<file path="src/rtl/irq_pkg.sv">
// Shared constants for the interrupt controller: register map, STATUS bit layout
// and the width of a channel index.
`timescale 1ns/1ps
package irq_pkg;

    localparam int ID_W = 5;

    localparam logic [1:0] ADDR_PENDING = 2'd0;
    localparam logic [1:0] ADDR_MASK    = 2'd1;
    localparam logic [1:0] ADDR_MODE    = 2'd2;
    localparam logic [1:0] ADDR_STATUS  = 2'd3;

    localparam int STAT_ID_LSB  = 0;
    localparam int STAT_ISR_LSB = 8;
    localparam int STAT_ISV     = 16;
    localparam int STAT_INT     = 31;

endpackage

</file>
<file path="src/rtl/irq_sync.sv">
// Multi-bit flop-chain synchroniser for asynchronous request lines.
`timescale 1ns/1ps
module irq_sync #(
    parameter int WIDTH = 8,
    parameter int DEPTH = 2
) (
    input  logic             clk,
    input  logic             rst_n,
    input  logic [WIDTH-1:0] d,
    output logic [WIDTH-1:0] q
);

    logic [DEPTH-1:0][WIDTH-1:0] stage;

    always_ff @(posedge clk or negedge rst_n) begin
        if (!rst_n) begin
            stage <= '0;
        end else begin
            stage <= {stage[DEPTH-2:0], d};
        end
    end

    assign q = stage[DEPTH-1];

endmodule

</file>
<file path="src/rtl/irq_ctrl.sv">
// Fixed-priority interrupt controller with per-channel edge/level mode, masking,
// acknowledge/EOI handshake and a small register interface.
`timescale 1ns/1ps
module irq_ctrl
    import irq_pkg::*;
#(
    parameter int N_IRQ       = 8,
    parameter int SYNC_STAGES = 2
) (
    input  logic             CLK,
    input  logic             RESET_N,
    input  logic [N_IRQ-1:0] IRQ_IN,
    input  logic             WE,
    input  logic [1:0]       ADDR,
    input  logic [31:0]      WD,
    output logic [31:0]      RD,
    input  logic             ACK,
    output logic             INT,
    output logic [ID_W-1:0]  INT_ID
);

    logic [N_IRQ-1:0] s;
    logic [N_IRQ-1:0] s_prev;
    logic [N_IRQ-1:0] pending;
    logic [N_IRQ-1:0] pending_nxt;
    logic [N_IRQ-1:0] mask;
    logic [N_IRQ-1:0] mode;
    logic [N_IRQ-1:0] active;
    logic [N_IRQ-1:0] w1c;
    logic [N_IRQ-1:0] ack_clr;
    logic [N_IRQ-1:0] edge_set;
    logic [ID_W-1:0]  isr_id;
    logic [ID_W-1:0]  win_id;
    logic             isv;
    logic             ack_take;
    logic             eoi;
    logic             unused_wd;

    irq_sync #(
        .WIDTH(N_IRQ),
        .DEPTH(SYNC_STAGES)
    ) u_sync (
        .clk  (CLK),
        .rst_n(RESET_N),
        .d    (IRQ_IN),
        .q    (s)
    );

    assign active    = pending & mask;
    assign ack_take  = ACK & INT;
    assign eoi       = WE && (ADDR == ADDR_STATUS) && WD[STAT_ISV];
    assign w1c       = (WE && (ADDR == ADDR_PENDING)) ? WD[N_IRQ-1:0] : '0;
    assign edge_set  = s & ~s_prev & mode;
    assign unused_wd = ^WD;

    // Lowest index wins, so scan downward and let later hits overwrite.
    always_comb begin
        ack_clr = '0;
        win_id  = '0;
        for (int i = N_IRQ - 1; i >= 0; i--) begin
            ack_clr[i] = ack_take && (INT_ID == ID_W'(i));
            if (active[i]) win_id = ID_W'(i);
        end
    end

    // Edge bits: a fresh edge beats any clear in the same cycle. Level bits follow S.
    assign pending_nxt = (mode & ((pending & ~(w1c | ack_clr)) | edge_set))
                       | (~mode & s);

    always_comb begin
        RD = '0;
        case (ADDR)
            ADDR_PENDING: RD[N_IRQ-1:0] = pending;
            ADDR_MASK:    RD[N_IRQ-1:0] = mask;
            ADDR_MODE:    RD[N_IRQ-1:0] = mode;
            default: begin
                RD[STAT_INT]                = INT;
                RD[STAT_ID_LSB +: ID_W]     = INT_ID;
                RD[STAT_ISR_LSB +: ID_W]    = isr_id;
                RD[STAT_ISV]                = isv;
            end
        endcase
    end

    always_ff @(posedge CLK or negedge RESET_N) begin
        if (!RESET_N) begin
            s_prev  <= '0;
            pending <= '0;
            mask    <= '0;
            mode    <= '0;
            isr_id  <= '0;
            isv     <= 1'b0;
            INT     <= 1'b0;
            INT_ID  <= '0;
        end else begin
            s_prev  <= s;
            pending <= pending_nxt;
            if (WE && (ADDR == ADDR_MASK)) mask <= WD[N_IRQ-1:0];
            if (WE && (ADDR == ADDR_MODE)) mode <= WD[N_IRQ-1:0];
            if (ack_take) begin
                isr_id <= INT_ID;
                isv    <= 1'b1;
            end else if (eoi) begin
                isv <= 1'b0;
            end
            INT    <= ~ack_take & (|active) & ~isv;
            INT_ID <= win_id;
        end
    end

endmodule

</file>
<file path="config.mk">
export PLATFORM = sky130hd
export DESIGN_NAME = irq_ctrl
export DESIGN_NICKNAME = d
export VERILOG_FILES = /design/src/rtl/irq_pkg.sv /design/src/rtl/irq_sync.sv /design/src/rtl/irq_ctrl.sv
export SDC_FILE = /design/constraint.sdc
export NUM_CORES = 1
export LEC_CHECK = 0
export CAP_MARGIN = 20
export CORE_ASPECT_RATIO = 1.4
export CORE_MARGIN = 8
export CORE_UTILIZATION = 48
export CTS_CLUSTER_DIAMETER = 120
export DETAILED_ROUTE_END_ITERATION = 6
export PLACE_DENSITY = 0.84
export SYNTH_ARGS = -nofsm -noshare
export SYNTH_HDL_FRONTEND = slang
export SYNTH_SLANG_ARGS = --single-unit
</file>
<file path="constraint.sdc">
create_clock -name CLK -period 3 [get_ports CLK]
set_input_delay 0.6 -clock CLK [delete_from_list [all_inputs] [get_ports CLK]]
set_output_delay 0.6 -clock CLK [all_outputs]
set_load 0.01 [all_outputs]
</file>
# [Yosys cells after proc, flatten, opt, wreduce, memory -nomap -nowiden]
# Index checks and enable logic that the tools add are counted.
[totals] ff_bits=60 output_inout_bits=38 wordCells=71
[op_classes] n_eq_ne=10 mux=16 n_bitwise=17 reduce_logical=18
[op_table] op="AND 8 bit" n=6
[op_table] op="2-to-1 mux 5 bit" n=7
[op_table] op="inverter 8 bit" n=3
[op_table] op="OR 8 bit" n=3
[op_table] op="== test 5 x 3 -> 1 bit (second input constant)" n=4
[op_table] op="one-hot mux 5 bit (3 select lines)" n=1
[op_table] op="logical AND 1 bit" n=13
[op_table] op="== test 5 x 2 -> 1 bit (second input constant)" n=2
[op_table] op="one-hot mux 3 bit (3 select lines)" n=1
[op_table] op="2-to-1 mux 8 bit" n=1
[op_table] op="OR reduction 8 bit" n=1
[op_table] op="2-to-1 mux 3 bit" n=2
[op_table] op="== test 5 x 1 -> 1 bit (second input constant)" n=1
[op_table] op="zero test 5 bit" n=1
[op_table] op="== test 2 bit (second input constant)" n=2
[op_table] op="2-to-1 mux 1 bit" n=4
[op_table] op="AND 1 bit" n=3
[op_table] op="OR reduction 3 bit" n=1
[op_table] op="== test 2 x 1 -> 1 bit (second input constant)" n=1
[op_table] op="zero test 2 bit" n=1
[op_table] op="inverter 1 bit" n=2
[op_table] op="nonzero test 2 bit" n=1

# [Depth between registers and ports, before layout]
[depth] ltp_word=9 depth_mapped=5 ltp_nobuf=3

# [Hierarchy]
# Synthesis repeated with hierarchy kept, for this count alone.
[hier_totals] hier_cells=188 area_unflattened_um2=2459.9
[modules_own_cells] mod="irq_ctrl" instances=1 cells_per_inst=164 area_per_inst_um2=1999.4 seq_area_each_um2=1001.0
[modules_own_cells] mod="irq_sync" instances=1 cells_per_inst=24 area_per_inst_um2=460.4 seq_area_each_um2=400.4

# [Least setup slack after synthesis]
# OpenSTA, ideal clock, no wires.
[synth_timing] kind="input -> output" from="input ADDR[0]" to="output RD[1]" arrival_ps=1333 required_ps=2400 slack_ps=1067 path_stages=2 path_buffers=1 path_cell_list="buf_6 > mux4_1"
[synth_between] elab_chain_cells=2
[synth_lines] element="start, declared" line="irq_ctrl.sv:14" source="input logic [1:0] ADDR,"
[synth_lines] element="== test 2 bit, or another cell as far along" line="irq_ctrl.sv:72" source="case (ADDR)"
[synth_lines] element="one-hot mux 5 bit (3 select lines) *" line="irq_ctrl.sv:72"
[synth_lines] element="end, declared" line="irq_ctrl.sv:16" source="output logic [31:0] RD,"
# Mark *: on every way between the ends. The rest lies on a longest branch, timed or not.

# [Final worst setup path]
[layout_timing] from="input ADDR[0]" to="output RD[4]"
# The elaborated chain is that of the path after synthesis.

==> metrics <==
result of the run=finished clean; end of the worst register-to-register path=pending[1]; PostCTS Resize Cnt=0; total vias in the final route=1552; clock power share=0.219; Antenna Cells=0; cell count after synthesis=180; Layout Cells excl Fill=295; total track usage=0.142; starting density of the core=0.496; worst vdd rail ir drop=around 0.36 mV; path type of the worst setup path=in2out; sequential share of the synthesized area=0.584; Area Overhead vs Synth=21.3%; share of the clock period used by the worst path after layout=0.981; Crit path buffers/inverters=3; final HPWL from detailed placement=between 3 and 4 mm; pin count of the biggest net entering global routing=32; Register-to-Register Setup Slack=1.68 ns; Clk pin slew, worst setup/hold paths=~0.090 ns; post-layout min period=around 3 ns; global route overflow=0; Total Routed Length=5.00 mm; power per cell area=around 650 nW/um^2; depth of the most critical reg-to-reg path=3; die outline width=around 76 microns; overall power after layout=~1.9 mW; wire length of the first global-routing pass=about 8 mm; num rows=30; Final setup violation count=0; layout cells sized above 1=0.173; first-iteration detailed-routing DRC count=roughly 130; Yosys warnings=0; clk_lat worst skew=a little over 0.3 ns; total I/O pin count=between 80 and 90; clock skew after layout=0.00797 ns; Critical Path Sink Type=output port; number of antenna violations at the first check in global routing=0; total of buffers placed on input and output ports=39; Switching Fraction=0.296; layout net count=approximately 280; level count of the clock H-tree=2; Hold Crit Class=in2async; count of cell types in the netlist=27; TritonCTS clock tree=built; syn avg cell area=13.3 sq um; Slew Viols, Final=0; MaxCap Viol Count=0; remaining antenna violation count after routing=0; Post-CTS Setup Inserts=0; core outline area=around 4800 sq um; maximum single-stage delay on the critical path=~0.6 ns; number of clock sinks=56; maximum fanout along the worst path=6; Static Leakage=between 1 and 1.5 nW; RSZ-0062 raised after global routing=false; DRC Markers=0; Post-Synthesis Cell Area=approximately 2400 sq um; Fmax achieved=around 340 MHz; category of cells accounting for the largest share of critical-path delay=buffers and inverters; post-layout util=0.601; data arrival time at the worst-slack endpoint=around 2.3 ns; share of total power in combinational logic=0.257; Hold Fails Final Rpt=0; cell type of the slowest stage on the worst timing path=clkdlybuf4s50_1; number of optimization iterations in the first detailed-route pass=4; data required time at the worst endpoint=~2.4 ns; Cell Chain, Critical Path=clkdlybuf4s50_1, buf_4, nor2b_4, nand2_1, o21ai_0, clkdlybuf4s50_1; critical path launch point type=primary input; most common cell type on the critical path=clkdlybuf4s50_1; number of global-route vias before repair=1725; RePlAce Congestion=between 0.8 and 0.9; Main synth FF type=dfrtp_1; Placed Cells=about 290; clock root buffer master=clkbuf_8; number of synthesized flops with an enable pin=0; fraction of registers with async set/reset=1.00; wire length per cell after detailed routing=approximately 17 microns; Vert. Die Dim=between 90 and 100 microns; switching component of the power=0.562 mW; mean number of vias per cell=5.26; number of buffers on the longest clock path=2; Crit Reg-Reg Startpoint=INT_ID[1]; die area=7550 sq um; number of clock buffers inserted by TritonCTS=5; register share of total power=0.524; internal portion of total power=approximately 1.3 mW; FF+latch count, synth=56; # hold bufs at CTS=0; setup total negative slack=0 ns
## registers in the layout, indices dropped and copies added (netlist names), 3 cells and up
name          count
mask              8
mode              8
pending           8
s_prev            8
u_sync.q          8
u_sync.stage      8
INT_ID            3
isr_id            3
## final cells by class
class | instances | area [sq um]
fillers | 397 | 1930
flip-flops and latches | 56 | 1400
multi-input cells | 119 | 885
repair buffers | 48 | 453
clock buffers | 6 | 82.6
well taps | 64 | 80.1
clock inverters | 2 | 10.0
## worst max path at each step
stage / startpoint / endpoint / slack [ns] / cells after the start
finish: ADDR[0] / RD[4] / 0.06 / 6
CTS: ADDR[0] / RD[4] / 0.03 / 6
global placement: ADDR[0] / RD[4] / 0.06 / 6
global route: ADDR[0] / RD[4] / 0.02 / 6
floorplan: ADDR[0] / RD[1] / 1.07 / 2
detailed placement: ADDR[0] / RD[4] / 0.04 / 6
## metal layers
| layer | share of wire | global-route usage | vias to the layer above |
|---|---|---|---|
| li1 | - | - | 716 |
| met1 | 0.39 | 0.153 | 766 |
| met2 | 0.52 | 0.240 | 60 |
| met3 | 0.068 | 0.0352 | 10 |
| met4 | 0.029 | 0.0788 | 0 |
| met5 | 0 | 0 | - |
## cells by family after synthesis
group | Yosys count | synth area share
AND/OR/NAND/NOR | 41 | 0.0944
other | 1 | 0.00156
multiplexers | 26 | 0.138
buffers and inverters | 25 | 0.0787
AO/OA/AOI/OAI | 31 | 0.103
flip-flops | 56 | 0.584
## stage by stage
| step | setup slack (ns) | cell area, sq um | hold slack (ns) |
|---|---|---|---|
| 5_1_grt | 0.0162 | 2910 | 0.302 |
| 4_1_cts | 0.0311 | 2910 | 0.275 |
| 3_3_place_gp | 0.0577 | 2820 | 0.332 |
| 6_report | 0.0556 | 2910 | 0.275 |
| 3_5_place_dp | 0.0400 | 2820 | 0.338 |
| 2_1_floorplan | 1.07 | 2470 | 0.304 |
## layout by cell type (no fill, tap or decap)
cell type        Yosys  final
dfrtp_1             56     56
clkdlybuf4s50_1      0     38
nand2_1             22     22
conb_1               1     21
mux2_2              18     18
buf_4               21      9
a22oi_1              8      8
a32o_1               8      8
and3_1               7      7
o21ai_0              6      6
clkbuf_8             0      6
mux2i_1              5      5
a32oi_1              4      4
nor2b_1              4      4
a221oi_1             3      3
mux4_1               3      3
clkinv_2             0      2
a22o_1               1      1
and2_1               1      1
nor2b_4              1      1
nor3b_4              1      1
nor2_1               1      1
and3b_1              1      1
nand3b_2             1      1
nand2_2              1      1
nand4_1              1      1
a21o_1               1      1
buf_2                1      1
## power groups by stage
stage          sequential (mW)  combinational [mW]  clock (mW)
3_5_place_dp              1.01               0.493           0
4_1_cts                  0.994               0.496       0.427
6_report                 0.997               0.490       0.416
5_1_grt                   1.01               0.533       0.454
2_1_floorplan            0.990               0.273           0
3_3_place_gp             0.998               0.478           0
## worst reg2reg max path, delay by kind of cell (launching register included)
family,cells,cell delay [ns]
simple gates,1,0.30
flops,1,0.49
compound gates,2,0.42
## Yosys cell counts, drive strengths merged, types with 3 or more instances
library cell / instances / area [sq um]
dfrtp: 56 / 1400
buf: 24 / 185
nand2: 23 / 88.8
mux2: 18 / 203
a22oi: 8 / 60.1
a32o: 8 / 80.1
and3: 7 / 43.8
o21ai: 6 / 30.0
mux2i: 5 / 50.1
nor2b: 5 / 38.8
a32oi: 4 / 35.0
a221oi: 3 / 26.3
mux4: 3 / 78.8
Note: power is estimated with default switching activity, not from simulation.
